[config.mk]
export PLATFORM = sky130hd
export DESIGN_NAME = fill_sequencer
export DESIGN_NICKNAME = d
export VERILOG_FILES = /design/src/rtl/fill_pkg.sv /design/src/rtl/bcd2_counter.sv /design/src/rtl/fill_sequencer.sv
export SDC_FILE = /design/constraint.sdc
export NUM_CORES = 1
export LEC_CHECK = 0
export CAP_MARGIN = 20
export CORE_MARGIN = 5
export CORE_UTILIZATION = 35
export DETAILED_ROUTE_END_ITERATION = 7
export GPL_TIMING_DRIVEN = 0
export PLACE_DENSITY_LB_ADDON = 0.12
export SETUP_SLACK_MARGIN = 0.02
export SYNTH_ARGS = -nofsm -noshare
export SYNTH_HDL_FRONTEND = slang
export SYNTH_SLANG_ARGS = --single-unit
[constraint.sdc]
create_clock -name CLK -period 2.8 [get_ports CLK]
set_input_delay 0.28 -clock CLK [delete_from_list [all_inputs] [get_ports CLK]]
set_output_delay 0.28 -clock CLK [all_outputs]
set_load 0.01 [all_outputs]
[src/rtl/fill_pkg.sv]
// Shared types and BCD helper for the bottle-filling run-time sequencer.
// State encoding, BCD digit type and saturating two-digit increment.
package fill_pkg;

  typedef logic [3:0] bcd_t;

  localparam bcd_t BCD_MAX = 4'd9;

  typedef enum logic [2:0] {
    IDLE,
    FILL,
    PAUSE,
    SWAP_REQ,
    SWAP_REL,
    DONE,
    FAULT
  } state_t;

  // 99 saturates; otherwise L 9->0 carries into H
  function automatic logic [7:0] bcd2_inc(input bcd_t h, input bcd_t l);
    if (h == BCD_MAX && l == BCD_MAX) return {h, l};
    if (l >= BCD_MAX) return {h + 4'd1, 4'd0};
    return {h, l + 4'd1};
  endfunction

endpackage

[src/rtl/bcd2_counter.sv]
// Two-digit BCD counter with synchronous clear and saturating increment.
// Clear wins over increment.
module bcd2_counter
  import fill_pkg::*;
(
  input  logic clk,
  input  logic rst_n,
  input  logic clr,
  input  logic inc,
  output bcd_t q_l,
  output bcd_t q_h
);

  always_ff @(posedge clk or negedge rst_n) begin
    if (!rst_n) begin
      q_h <= '0;
      q_l <= '0;
    end else if (clr) begin
      q_h <= '0;
      q_l <= '0;
    end else if (inc) begin
      {q_h, q_l} <= bcd2_inc(q_h, q_l);
    end
  end

endmodule

[src/rtl/fill_sequencer.sv]
// Bottle-filling sequencer: dispenser/conveyor control with BCD counts.
// Optional jam timeout enabled by defining JAM_DETECT_EN.
module fill_sequencer
  import fill_pkg::*;
#(
  parameter int TIMEOUT_CYC = 1000,
  parameter int SYNC_STAGES = 2
) (
  input  logic       CLK,
  input  logic       RST_n,
  input  logic       EN_work,
  input  logic       EN_set,
  input  logic       isWork,
  input  logic       conti,
  input  logic [3:0] maxL,
  input  logic [3:0] maxH,
  input  logic [3:0] botL,
  input  logic [3:0] botH,
  input  logic       pill_det,
  input  logic       conv_ack,
  output logic       disp_req,
  output logic       conv_req,
  output logic [3:0] nowL,
  output logic [3:0] nowH,
  output logic [3:0] seqL,
  output logic [3:0] seqH,
  output logic       allFull,
  output logic       fault
);

  state_t state, state_n;

  logic [SYNC_STAGES-1:0] pill_sync;
  logic [SYNC_STAGES-1:0] ack_sync;
  logic pill_q;
  logic conti_q;
  logic pill_s;
  logic ack_s;
  logic pill_rise;
  logic conti_rise;
  logic jam_hit;

  logic now_clr, now_inc;
  logic seq_clr, seq_inc;

  logic       cfg_ok;
  logic [7:0] now_v, seq_v;
  logic [7:0] max_v, bot_v;
  logic [7:0] now_nx;

  // Edge history tracks through a freeze so stale edges are dropped
  always_ff @(posedge CLK or negedge RST_n) begin
    if (!RST_n) begin
      pill_sync <= '0;
      ack_sync  <= '0;
      pill_q    <= 1'b0;
      conti_q   <= 1'b0;
    end else begin
      pill_sync <= {pill_sync[SYNC_STAGES-2:0], pill_det};
      ack_sync  <= {ack_sync[SYNC_STAGES-2:0], conv_ack};
      pill_q    <= pill_s;
      conti_q   <= conti;
    end
  end

  assign pill_s     = pill_sync[SYNC_STAGES-1];
  assign ack_s      = ack_sync[SYNC_STAGES-1];
  assign pill_rise  = pill_s & ~pill_q & EN_work;
  assign conti_rise = conti & ~conti_q & EN_work;

  assign now_v  = {nowH, nowL};
  assign seq_v  = {seqH, seqL};
  assign max_v  = {maxH, maxL};
  assign bot_v  = {botH, botL};
  assign now_nx = bcd2_inc(nowH, nowL);

  assign cfg_ok = (maxL <= BCD_MAX) && (maxH <= BCD_MAX) &&
                  (botL <= BCD_MAX) && (botH <= BCD_MAX) &&
                  (max_v != 8'h00) && (bot_v != 8'h00);

`ifdef JAM_DETECT_EN
  localparam int CW = $clog2(TIMEOUT_CYC + 1);

  logic [CW-1:0] idle_cnt;

  always_ff @(posedge CLK or negedge RST_n) begin
    if (!RST_n) begin
      idle_cnt <= '0;
    end else if (EN_set || state != FILL || pill_rise) begin
      idle_cnt <= '0;
    end else if (EN_work) begin
      idle_cnt <= idle_cnt + CW'(1);
    end
  end

  assign jam_hit = EN_work && (idle_cnt == CW'(TIMEOUT_CYC - 1));
  assign fault   = (state == FAULT);
`else
  assign jam_hit = 1'b0;
  assign fault   = 1'b0;
`endif

  always_ff @(posedge CLK or negedge RST_n) begin
    if (!RST_n) state <= IDLE;
    else        state <= state_n;
  end

  always_comb begin
    state_n = state;
    now_clr = 1'b0;
    now_inc = 1'b0;
    seq_clr = 1'b0;
    seq_inc = 1'b0;
    if (EN_set) begin
      state_n = IDLE;
      now_clr = 1'b1;
      seq_clr = 1'b1;
    end else if (EN_work) begin
      unique case (state)
        IDLE: begin
          if (isWork && cfg_ok) state_n = FILL;
        end
        FILL: begin
          if (pill_rise) begin
            // Lowered limit: swap out without overfilling
            if (now_v >= max_v) begin
              state_n = SWAP_REQ;
            end else begin
              now_inc = 1'b1;
              if (now_nx == max_v) state_n = SWAP_REQ;
              else if (!isWork)    state_n = PAUSE;
            end
          end else if (!isWork) begin
            state_n = PAUSE;
          end else if (jam_hit) begin
            state_n = FAULT;
          end
        end
        PAUSE: begin
          if (isWork) state_n = FILL;
        end
        SWAP_REQ: begin
          if (ack_s) begin
            seq_inc = 1'b1;
            state_n = SWAP_REL;
          end
        end
        SWAP_REL: begin
          if (!ack_s) begin
            if (seq_v >= bot_v) begin
              state_n = DONE;
            end else begin
              now_clr = 1'b1;
              state_n = FILL;
            end
          end
        end
        DONE: begin
          if (conti_rise) begin
            now_clr = 1'b1;
            seq_clr = 1'b1;
            state_n = IDLE;
          end
        end
        FAULT: begin
          if (conti_rise) state_n = FILL;
        end
        default: state_n = IDLE;
      endcase
    end
  end

  assign disp_req = (state == FILL);
  assign conv_req = (state == SWAP_REQ);
  assign allFull  = (state == DONE);

  bcd2_counter u_now (
    .clk   (CLK),
    .rst_n (RST_n),
    .clr   (now_clr),
    .inc   (now_inc),
    .q_l   (nowL),
    .q_h   (nowH)
  );

  bcd2_counter u_seq (
    .clk   (CLK),
    .rst_n (RST_n),
    .clr   (seq_clr),
    .inc   (seq_inc),
    .q_l   (seqL),
    .q_h   (seqH)
  );

endmodule

==> flow_summary.ini <==
[yosys]
synth-seq-area-share = 0.271
syn_inst = 264
ys_warn_count = 0
syn_nets = 315
synth.avg_cell_area_um2 = 8.73
netlist_area_mm2 = 0.00231
synth_edf_count = 0
ys_ff_latch = 25
ys.flop_type = dfrtp_1
ys_async_sr_fraction = 1.00
synth_cell_types = 63

[place]
placed_cells = 384
hpwl_um = 4840
globalplace.congestion = 0.807
portBuffers = 42
dpl_cell_area_mm2 = 0.00285

[detailed_routing]
drc_errors = 0
vias = 2146
drt-initial-drc-count = 107
wirelength_um = 6070
drtAntennaViolNets = 0
wire_per_inst_um = 15.5
drt_pass1_iterations = 4
via_per_inst = 5.47

[die]
top_level_ports = 44
dieHeight_um = 91.2
rows = 29
die_w_um = 91.2
core_area_mm2 = 0.00639
dieArea_mm2 = 0.00831
start_util = 0.361

[setup_path]
cp_slowest_cell = dfrtp_2
cp.arrival_ns = 2.83
critPathLaunchType = flip-flop
end_kind = flip-flop
crit_chain = inv_1 -> ha_1 -> or3b_1 -> buf_6 -> nand2_8 -> inv_2 -> ha_1 -> a21boi_2 -> o21ai_0 -> and3b_2 -> o2111ai_4 -> a31oi_1
slowest_delay_ns = 0.44
worstPathRequired_ns = 3.00
worstPathMaxFanout = 10
cpMostUsedCell = ha_1
critical_path_class = flip-flop to flip-flop

[clock_tree]
htreeDepth = 1
cts_buffers = 3
cts_tree = yes
cts_sinks = 25
clk_latency_ns = 0.27
cts.clk_slew.worst_paths_ns = 0.09
clockBufferDepth = 2
cts_hold_buf = 0
cts_root_buf = clkbuf_8

[finish]
multi_input_area_mm2 = 0.00157
diodes = 0
design_area_mm2 = 0.00297
drive_gt1_frac = 0.121
area_growth_pct = 28.9
layout.area.seq_um2 = 628
final_cells = 392
nNetsFinal = 367
fillCellCount = 628
post-route-util = 0.466

[timing]
skew_ns = 0.00492
min_period_ns = 2.63
hold_viol_final = 0
maxSlewHeadroom = 0.479
tightest_slew_ns = 0.776
fmax_mhz = 380
finalSetupViolations = 0
min_period_over_period = 0.939
maxSlewViolCount = 0

[global_route]
grt_max_degree = 17
grt_overflow = 0
grt_pass1_wl_um = 10200
grt_usage = 0.146
grt_pass1_vias = 2069
grt_antenna_before_repair = 0

[power_and_ir_drop]
power.density_mw_per_mm2 = 235
vdd.ir_drop.worst_mv = 0.204
p_leak_nw = 1.27

[min_path]
hold_path_class = primary input to asynchronous set/reset pin

[run_status]
status = finished clean

[flow_run]
maxCapViolations = 0
==> final cells by class <==
cell class | instances | share of cell area
plain buffers | 8 | 0.0177
clock buffers | 3 | 0.0139
clock inverters | 1 | 0.00168
inverters | 26 | 0.0328
multi-input cells | 205 | 0.529
flip-flops and latches | 25 | 0.211
well taps | 77 | 0.0324
repair buffers | 47 | 0.162
==> synthesized netlist by cell type (all sizes together), types with 5 or more instances <==
cell type   n  share of area
a211oi     11          0.036
a21oi      14          0.030
and3b       5          0.020
buf         6          0.018
dfrtp      25           0.27
ha         27           0.15
inv        26          0.042
nand2      17          0.031
nand2b      5          0.014
nand3       7          0.015
nand4       7          0.019
nor2       17          0.029
nor3       10          0.022
nor4        5          0.014
o21ai      15          0.033
or3         5          0.014
==> cell usage in the layout (no fill, tap or decap), types with 7 or more instances in the layout <==
cell	Yosys	routed
nand4_1	7	7
o21ai_0	15	15
nand2_1	16	16
ha_1	27	26
nand3_1	7	7
nor2_1	16	16
a21oi_1	14	13
inv_1	25	24
nor3_1	10	10
dfrtp_1	25	23
clkdlybuf4s50_1	0	41
a211oi_1	11	11
==> metrics by stage <==
stage / setup slack (ns) / TNS (ns) / total power [mW] / hold WS [ns]
floorplan: 0.241 / 0 / 0.418 / -0.0156
global placement: -0.248 / -1.37 / 0.482 / 0.336
detailed placement: -0.259 / -1.66 / 0.487 / 0.340
CTS: 0.0283 / 0 / 0.706 / 0.360
global route: -0.0214 / -0.0281 / 0.735 / 0.379
finish: 0.171 / 0 / 0.698 / 0.356
==> per-layer routing <==
| metal | vias to the layer above | track usage | part of all wire |
|---|---|---|---|
| met3 | 4 | 0.0281 | 0.032 |
| li1 | 1081 | - | - |
| met1 | 1024 | 0.212 | 0.51 |
| met5 | - | 0 | 0 |
| met4 | 0 | 0.0208 | 0.0064 |
| met2 | 37 | 0.229 | 0.45 |
==> worst paths after layout <==
path | startpoint | end | slack (ns) | depth (start not counted)
worst min register to register | ack_sync[0] | ack_sync[1] | 0.36 | 0
worst max register to register | u_now.q_l[1] | state[0] | 0.17 | 12
min in group CLK | ack_sync[0] | ack_sync[1] | 0.36 | 0
max in group asynchronous | RST_n | u_now.q_l[1] | 1.97 | 2
worst max-delay path | u_now.q_l[1] | state[0] | 0.17 | 12
worst min-delay path | RST_n | u_now.q_h[0] | 0.36 | 1
==> critical path: cells and delay by family, from the launching register on <==
family / cells / cell delay (ns)
fa+ha+maj: 2 / 0.44
simple gates: 3 / 0.68
compound gates: 4 / 0.64
buf+inv: 3 / 0.36
flops: 1 / 0.44
==> sequential cells by signal, summed over array words and instances, names as in the netlist <==
signal     count
ack_sync       2
state          3
pill_sync      2
conti_q        1
u_seq.q_l      4
pill_q         1
u_now.q_h      4
u_seq.q_h      4
u_now.q_l      4
==> where the power goes <==
group          internal, mW  leakage (nW)  switching (mW)
registers             0.365         0.332         0.00198
clock network        0.0997        0.0255           0.118
logic                0.0561         0.914          0.0572
==> repair_timing <==
action / 4_1_cts / 5_1_grt
setup buffers: 0 / 4
pin swaps: 0 / 2
endpoints found under the setup margin: 3 / 5
resized for setup: 6 / 7
gates cloned: 0 / 0
==> cell families after synthesis <==
kind of cell | count (synthesis) | synth area share
DFF | 25 | 0.271
and+or+nand+nor | 98 | 0.264
other | 1 | 0.00163
AOI/OAI and AO/OA | 69 | 0.213
adders and majority gates | 27 | 0.146
buffers and inverters | 34 | 0.0635
muxes | 4 | 0.0174
xor gates and xnor gates | 6 | 0.0228
(Power assumes the default switching activity.)
